--- src/rtl/modd_pkg.sv ---
// Shared constants and helpers for the minimum-image displacement pipe.
// Optional feature macro: MODD_R2_EN (adds the squared-distance / cutoff stage).
package modd_pkg;

    localparam int W_DEF     = 32;
    localparam int DIMS_DEF  = 3;
    localparam int TAG_W_DEF = 16;

`ifdef MODD_R2_EN
    localparam int LAT = 3;
`else
    localparam int LAT = 2;
`endif

    // Which of the three periodic images was nearest
    typedef enum logic [1:0] {
        SEL_C0 = 2'd0,
        SEL_C1 = 2'd1,
        SEL_C2 = 2'd2
    } cand_sel_e;

    // Axis k of a default-width DIMS-wide coordinate bus
    function automatic logic [W_DEF-1:0] axis_get(
        input logic [DIMS_DEF*W_DEF-1:0] bus,
        input int                        k
    );
        return bus[k*W_DEF +: W_DEF];
    endfunction

    // Replace axis k of a default-width DIMS-wide coordinate bus
    function automatic logic [DIMS_DEF*W_DEF-1:0] axis_set(
        input logic [DIMS_DEF*W_DEF-1:0] bus,
        input int                        k,
        input logic [W_DEF-1:0]          v
    );
        logic [DIMS_DEF*W_DEF-1:0] r;
        r = bus;
        r[k*W_DEF +: W_DEF] = v;
        return r;
    endfunction

endpackage

--- src/rtl/modd_axis.sv ---
// One axis of the minimum-image unit: stage 1 forms d-M, d, d+M at W+2 bits,
// stage 2 picks the smallest magnitude (ties favour c0, then c1).
// Optional feature macro: MODD_R2_EN (not used in this file).
module modd_axis
    import modd_pkg::*;
#(
    parameter int W = W_DEF
) (
    input  logic         clk,
    input  logic         rst,
    input  logic         en,
    input  logic [W-1:0] a,
    input  logic [W-1:0] b,
    input  logic [W-1:0] m,
    output logic [W:0]   disp,
    output logic [W-1:0] abs_o
);

    localparam int XW = W + 2;

    logic [XW-1:0] a_x, b_x, m_x, d_x;
    logic [XW-1:0] c0_d, c1_d, c2_d;
    logic [XW-1:0] c0_q, c1_q, c2_q;
    logic [XW-1:0] abs0, abs1, abs2;
    cand_sel_e     sel;
    logic [W:0]    disp_d, disp_q;
    logic [W-1:0]  abs_d, abs_q;

    // Two's complement magnitude; candidates never reach -2^(XW-1) so no overflow
    function automatic logic [XW-1:0] mag(input logic [XW-1:0] x);
        return x[XW-1] ? ((~x) + XW'(1)) : x;
    endfunction

    // Stage 1 next-state: widen inputs and form the three image candidates
    always_comb begin
        a_x  = {{2{a[W-1]}}, a};
        b_x  = {{2{b[W-1]}}, b};
        m_x  = {{2{m[W-1]}}, m};
        d_x  = b_x - a_x;
        c0_d = d_x - m_x;
        c1_d = d_x;
        c2_d = d_x + m_x;
    end

    // Stage 2 next-state: nearest image, result truncated with silent wrap
    always_comb begin
        abs0 = mag(c0_q);
        abs1 = mag(c1_q);
        abs2 = mag(c2_q);
        if (abs0 <= abs1 && abs0 <= abs2)
            sel = SEL_C0;
        else if (abs1 < abs0 && abs1 <= abs2)
            sel = SEL_C1;
        else
            sel = SEL_C2;
        case (sel)
            SEL_C0: begin
                disp_d = c0_q[W:0];
                abs_d  = abs0[W-1:0];
            end
            SEL_C1: begin
                disp_d = c1_q[W:0];
                abs_d  = abs1[W-1:0];
            end
            default: begin
                disp_d = c2_q[W:0];
                abs_d  = abs2[W-1:0];
            end
        endcase
    end

    // Both stages move together under the shared pipeline advance
    always_ff @(posedge clk) begin
        if (rst) begin
            c0_q   <= '0;
            c1_q   <= '0;
            c2_q   <= '0;
            disp_q <= '0;
            abs_q  <= '0;
        end else if (en) begin
            c0_q   <= c0_d;
            c1_q   <= c1_d;
            c2_q   <= c2_d;
            disp_q <= disp_d;
            abs_q  <= abs_d;
        end
    end

    assign disp  = disp_q;
    assign abs_o = abs_q;

endmodule

--- src/rtl/modd_vec_pipe.sv ---
// DIMS-axis minimum-image displacement pipe, one pair per cycle, stall-all
// valid/ready. Carries an opaque tag alongside each pair.
// Optional feature macro: MODD_R2_EN (adds stage 3: squared distance and
// cutoff compare, plus ports cutoff_sq / out_r2 / out_in_cutoff).
module modd_vec_pipe
    import modd_pkg::*;
#(
    parameter int W     = W_DEF,
    parameter int DIMS  = DIMS_DEF,
    parameter int TAG_W = TAG_W_DEF
) (
    input  logic                  clk,
    input  logic                  rst,
    input  logic                  in_valid,
    output logic                  in_ready,
    input  logic [DIMS*W-1:0]     in_a,
    input  logic [DIMS*W-1:0]     in_b,
    input  logic [DIMS*W-1:0]     in_box,
    input  logic [TAG_W-1:0]      in_tag,
    output logic                  out_valid,
    input  logic                  out_ready,
    output logic [DIMS*(W+1)-1:0] out_disp,
    output logic [DIMS*W-1:0]     out_abs,
    output logic [TAG_W-1:0]      out_tag
`ifdef MODD_R2_EN
    ,
    input  logic [2*W+1:0]        cutoff_sq,
    output logic [2*W+1:0]        out_r2,
    output logic                  out_in_cutoff
`endif
);

    logic                       adv;
    logic                       in_fire;
    logic [LAT:1]               vld_pipe_d, vld_pipe_q;
    logic [LAT:1][TAG_W-1:0]    tag_pipe_d, tag_pipe_q;
    logic [DIMS-1:0][W:0]       ax_disp;
    logic [DIMS-1:0][W-1:0]     ax_abs;

    // A single advance moves every stage; it also gates new input
    assign adv       = !rst && (out_ready || !out_valid);
    assign in_ready  = adv;
    assign in_fire   = in_valid && adv;
    assign out_valid = vld_pipe_q[LAT];
    assign out_tag   = tag_pipe_q[LAT];

    // Valid/tag shift register; bubbles travel like pairs
    always_comb begin
        vld_pipe_d = vld_pipe_q;
        tag_pipe_d = tag_pipe_q;
        if (adv) begin
            for (int s = LAT; s > 1; s--) begin
                vld_pipe_d[s] = vld_pipe_q[s-1];
                tag_pipe_d[s] = tag_pipe_q[s-1];
            end
            vld_pipe_d[1] = in_fire;
            tag_pipe_d[1] = in_tag;
        end
    end

    // Valid/tag registers; reset discards anything in flight
    always_ff @(posedge clk) begin
        if (rst) begin
            vld_pipe_q <= '0;
            tag_pipe_q <= '0;
        end else begin
            vld_pipe_q <= vld_pipe_d;
            tag_pipe_q <= tag_pipe_d;
        end
    end

    for (genvar k = 0; k < DIMS; k++) begin : g_axis
        modd_axis #(
            .W (W)
        ) u_axis (
            .clk   (clk),
            .rst   (rst),
            .en    (adv),
            .a     (in_a[k*W +: W]),
            .b     (in_b[k*W +: W]),
            .m     (in_box[k*W +: W]),
            .disp  (ax_disp[k]),
            .abs_o (ax_abs[k])
        );
    end

`ifdef MODD_R2_EN
    localparam int R2_W = 2*W + 2;

    logic [R2_W-1:0]       r2_sum;
    logic [DIMS*(W+1)-1:0] s3_disp_d, s3_disp_q;
    logic [DIMS*W-1:0]     s3_abs_d, s3_abs_q;
    logic [R2_W-1:0]       r2_d, r2_q;
    logic                  in_cut_d, in_cut_q;

    // Stage 3 next-state: exact sum of squares; cutoff sampled on entry
    always_comb begin
        r2_sum = '0;
        for (int k = 0; k < DIMS; k++)
            r2_sum = r2_sum + R2_W'(ax_abs[k]) * R2_W'(ax_abs[k]);
        s3_disp_d = s3_disp_q;
        s3_abs_d  = s3_abs_q;
        r2_d      = r2_q;
        in_cut_d  = in_cut_q;
        if (adv) begin
            s3_disp_d = ax_disp;
            s3_abs_d  = ax_abs;
            r2_d      = r2_sum;
            in_cut_d  = (r2_sum <= cutoff_sq);
        end
    end

    // Stage 3 registers
    always_ff @(posedge clk) begin
        if (rst) begin
            s3_disp_q <= '0;
            s3_abs_q  <= '0;
            r2_q      <= '0;
            in_cut_q  <= 1'b0;
        end else begin
            s3_disp_q <= s3_disp_d;
            s3_abs_q  <= s3_abs_d;
            r2_q      <= r2_d;
            in_cut_q  <= in_cut_d;
        end
    end

    assign out_disp      = s3_disp_q;
    assign out_abs       = s3_abs_q;
    assign out_r2        = r2_q;
    assign out_in_cutoff = in_cut_q;
`else
    assign out_disp = ax_disp;
    assign out_abs  = ax_abs;
`endif

endmodule

--- config.mk ---
export PLATFORM = sky130hd
export DESIGN_NAME = modd_vec_pipe
export DESIGN_NICKNAME = d
export VERILOG_FILES = /design/src/rtl/modd_pkg.sv /design/src/rtl/modd_axis.sv /design/src/rtl/modd_vec_pipe.sv
export SDC_FILE = /design/constraint.sdc
export NUM_CORES = 2
export LEC_CHECK = 0
export CAP_MARGIN = 40
export CORE_AREA = 10 10 354 356
export CTS_BUF_LIST = sky130_fd_sc_hd__clkbuf_16
export CTS_CLUSTER_DIAMETER = 120
export DETAILED_ROUTE_END_ITERATION = 8
export DIE_AREA = 0 0 364 366
export GPL_TIMING_DRIVEN = 0
export PLACE_DENSITY = 0.74
export SYNTH_ARGS = -nofsm -noshare
export SYNTH_HDL_FRONTEND = slang
export SYNTH_SLANG_ARGS = --single-unit
--- constraint.sdc ---
create_clock -name clk -period 5.84 [get_ports clk]
set_input_delay 1.168 -clock clk [delete_from_list [all_inputs] [get_ports clk]]
set_output_delay 1.168 -clock clk [all_outputs]
set_load 0.005 [all_outputs]
==> results.yml <==
clock_tree:
  cts_inserted_buffers: 66
  cts_root_buf: "clkbuf_16"
  hold_buffers: 0
  clockBufferDepth: 3
  worstSkewPairLatency_ns: 0.67
  cts_tree: "done"
  h-tree-depth: 3
  clk_pin_slew_worst_paths_ns: 0.07
  cts.sinks: 526
yosys:
  syn_inst: 6300
  ys_seq_area_frac: 0.220
  syn_avg_cell_area_um2: 7.61
  ys_ff_latch: 526
  yosysTopAreaCellShare: 0.220
  yosysWarnings: 0
  synth_area_leaders: "dfxtp_1 22%, ha_1 15%, xnor2_1 6.9%"
  synth_edf_count: 0
  yosys.area.top_type: "dfxtp_1"
  synth_cell_types: 94
  ys.flop_type: "dfxtp_1"
  syn_area_um2: 48000
  async_reset_ff_frac: 0
sta:
  worst_pin_slew_ns: 1.14
  rsz0062_at_grt: "yes"
  slew_viol_final: 0
  period_share: 1.02
  min_period_ns: 5.97
  clock-skew-final_ns: 0.0516
  setup_viol: 7
  slew_headroom: 0.242
  fmaxAchievable_mhz: 167
  hold_viol: 0
  setup-tns-final_ns: -0.252
  setup_ws_ns: -0.132
floorplanning:
  die-area_um2: 133000
  fp.dieW_um: 364
  rows: 126
  pin_count: 521
  start_util: 0.407
  die_h_um: 366
  core_um2: 118000
run_status:
  violations: "negative setup slack"
  status: "finished with violations"
worst_setup_path:
  reg2reg_slack_ns: -0.13
  cp-startpoint: "g_axis[2].u_axis.c1_q[0]$_SDFFE_PP0P_"
  reg2regPathDepth: 22
  r2r-start: "g_axis[2].u_axis.c1_q[0]$_SDFFE_PP0P_"
  crit_arrival_ns: 6.47
  critPathCaptureType: "flop"
  critPathKind: "reg -> reg"
  rr_endpoint: "g_axis[2].u_axis.disp[6]$_SDFFE_PP0P_"
  critPathMaxFanout: 10
  cp-endpoint: "g_axis[2].u_axis.disp[6]$_SDFFE_PP0P_"
  start_kind: "flop"
  worstPathRequired_ns: 6.33
final_layout:
  layout.cells.non_filler: 8604
  final_util: 0.528
  final_nets: 7919
  area_delta_synth_final_pct: 29.7
  drive_above_1_share: 0.116
route:
  vias: 53000
  detail_route.wl_per_cell_um: 27.3
  routed_wl_mm: 235
  drtIter0Drc: 5770
  drc: 0
  vias_per_cell: 6.16
  dr.pass1.iters: 7
  postRouteAntennaNets: 0
power_and_ir_drop:
  power_leakage_nw: 25.6
  powerDensity_nw_per_um2: 481
  ir_drop_uv: 290
place:
  portBuffers: 519
  dp_hpwl_mm: 193
  dp_cells: 8413
  place_congestion: 1.02
global_route:
  overflow: 0
  antenna_found_initial: 24
  grt_max_degree: 16
  grt_pass1_vias: 49200
  grt_first_pass_wirelength_mm: 330
  grt.total_usage: 0.327
hold_path:
  hp-class: "reg -> reg"
  hold_depth: 2
job:
  drv_cap: 0
## per-layer routing
layer,share of wire,routed length [um],vias up,GRT usage
met1,0.40,93600,25300,0.418
met4,0.057,13300,32,0.143
met2,0.44,104000,2881,0.524
met5,0.00093,219,-,0
met3,0.10,23700,631,0.0716
li1,-,-,24100,-
## worst max-delay path, cell delays in order, from the launching register on
cell and delay, ns:
dfxtp_2 0.39, inv_1 0.14, ha_1 0.21, nor3b_4 0.25, nand4_1 0.24, or3_4 0.41
or3_1 0.33, or4_4 0.48, o31ai_4 0.24, xnor2_2 0.18, inv_1 0.09, ha_1 0.32
nand4_1 0.15, nor2_4 0.20, and4_1 0.24, a211oi_2 0.06, maj3_1 0.39, o22a_4 0.27
and2_1 0.15, buf_4 0.22, clkbuf_16 0.23, a221oi_2 0.46, a211oi_2 0.14
## sequential cells by signal (all words and copies together) (netlist names)
register	flops
g_axis.u_axis.abs_o	96
g_axis.u_axis.c0_q	99
g_axis.u_axis.c1_q	99
g_axis.u_axis.c2_q	102
g_axis.u_axis.disp	96
out_tag	16
tag_pipe_q	16
vld_pipe_q	2
## where the power goes
group / switching [W] / internal [W] / total (W)
logic: 0.0110 / 0.00824 / 0.0192
registers: 0.00162 / 0.00462 / 0.00625
clock network: 0.00191 / 0.00256 / 0.00447
## cells in the final DEF, fill, tap and decap left out, types with 29 or more instances in the layout
| cell type | count |
|---|---|
| a211oi_1 | 159 |
| a211oi_2 | 44 |
| a21o_1 | 116 |
| a21oi_1 | 517 |
| a221oi_2 | 33 |
| a222oi_1 | 35 |
| a22o_1 | 30 |
| a22oi_1 | 29 |
| a31oi_1 | 61 |
| buf_4 | 116 |
| clkbuf_1 | 234 |
| clkbuf_16 | 77 |
| clkdlybuf4s50_1 | 517 |
| dfxtp_1 | 520 |
| ha_1 | 565 |
| inv_1 | 472 |
| nand2_1 | 598 |
| nand2b_1 | 94 |
| nand3_1 | 88 |
| nand4_1 | 69 |
| nor2_1 | 470 |
| nor2b_1 | 55 |
| nor3_1 | 87 |
| o21a_1 | 47 |
| o21ai_0 | 274 |
| o21bai_1 | 95 |
| o221ai_1 | 36 |
| o31ai_1 | 93 |
| o41ai_1 | 37 |
| or3_1 | 90 |
| or3b_2 | 34 |
| xnor2_1 | 338 |
| xnor2_2 | 36 |
| xor2_1 | 132 |
## cell families after synthesis
group                      Yosys count  synth area share
adders and majority gates          602             0.158
xor gates and xnor gates           521            0.0953
buffers and inverters              840            0.0681
muxes                               11           0.00237
and+or+nand+nor                   1864             0.186
DFF                                526             0.220
AOI/OAI and AO/OA                 1934             0.270
other                                2          0.000157
## Yosys cell counts, types with 37 or more instances
cell	count
a211oi_1	203
a31oi_1	72
o221ai_1	37
ha_1	591
a221oi_1	77
o41ai_1	46
nor2b_1	55
xnor2_1	380
or4_1	37
nor2_1	476
nor3_1	97
a21o_1	116
nand2b_1	96
dfxtp_1	526
o31ai_1	103
o21a_1	47
o21ai_0	301
nand4_1	69
o21bai_1	96
nor4_1	52
nand3_1	89
clkbuf_1	305
nand2_1	628
or3_1	100
xor2_1	140
inv_1	471
a21oi_1	544
## worst min path at each step
stage                                  endpoint  slack [ns]                        start
floorplan            tag_pipe_q[0]$_SDFFE_PP0P_        0.43   tag_pipe_q[0]$_SDFFE_PP0P_
global placement    tag_pipe_q[12]$_SDFFE_PP0P_        0.44  tag_pipe_q[12]$_SDFFE_PP0P_
detailed placement  tag_pipe_q[12]$_SDFFE_PP0P_        0.45  tag_pipe_q[12]$_SDFFE_PP0P_
CTS                 tag_pipe_q[12]$_SDFFE_PP0P_        0.45  tag_pipe_q[12]$_SDFFE_PP0P_
global route        tag_pipe_q[10]$_SDFFE_PP0P_        0.47  tag_pipe_q[10]$_SDFFE_PP0P_
finish               tag_pipe_q[8]$_SDFFE_PP0P_        0.45   tag_pipe_q[8]$_SDFFE_PP0P_
## repair_timing
item	in CTS	in global routing
cloned	0	8
gates resized for setup	285	400
setup endpoints to repair	268	248
buffers inserted	30	59
pin swaps	32	133
## area by class of cell
type / count / area (um^2)
Fill cell: 11200 / 55500
Tap cell: 1536 / 1920
Buffer: 334 / 1670
Multi-Input combinational cell: 4938 / 37200
Antenna cell: 5 / 12.5
Inverter: 473 / 1780
Timing Repair Buffer: 672 / 6810
Clock inverter: 52 / 582
Clock buffer: 68 / 1700
Sequential cell: 526 / 10500
## stage by stage
stage                     hold slack, ns  setup WS (ns)  cell area, um^2  total power, W
after floorplan                    0.432         0.0175            48000          0.0154
after global routing               0.467         -0.153            62200          0.0314
after CTS                          0.453         -0.152            59700          0.0271
after global placement             0.439          -2.02            55100          0.0213
final                              0.452         -0.132            62200          0.0300
after detailed placement           0.445          -1.75            55700          0.0216
Power figures use the tool's default switching activity.
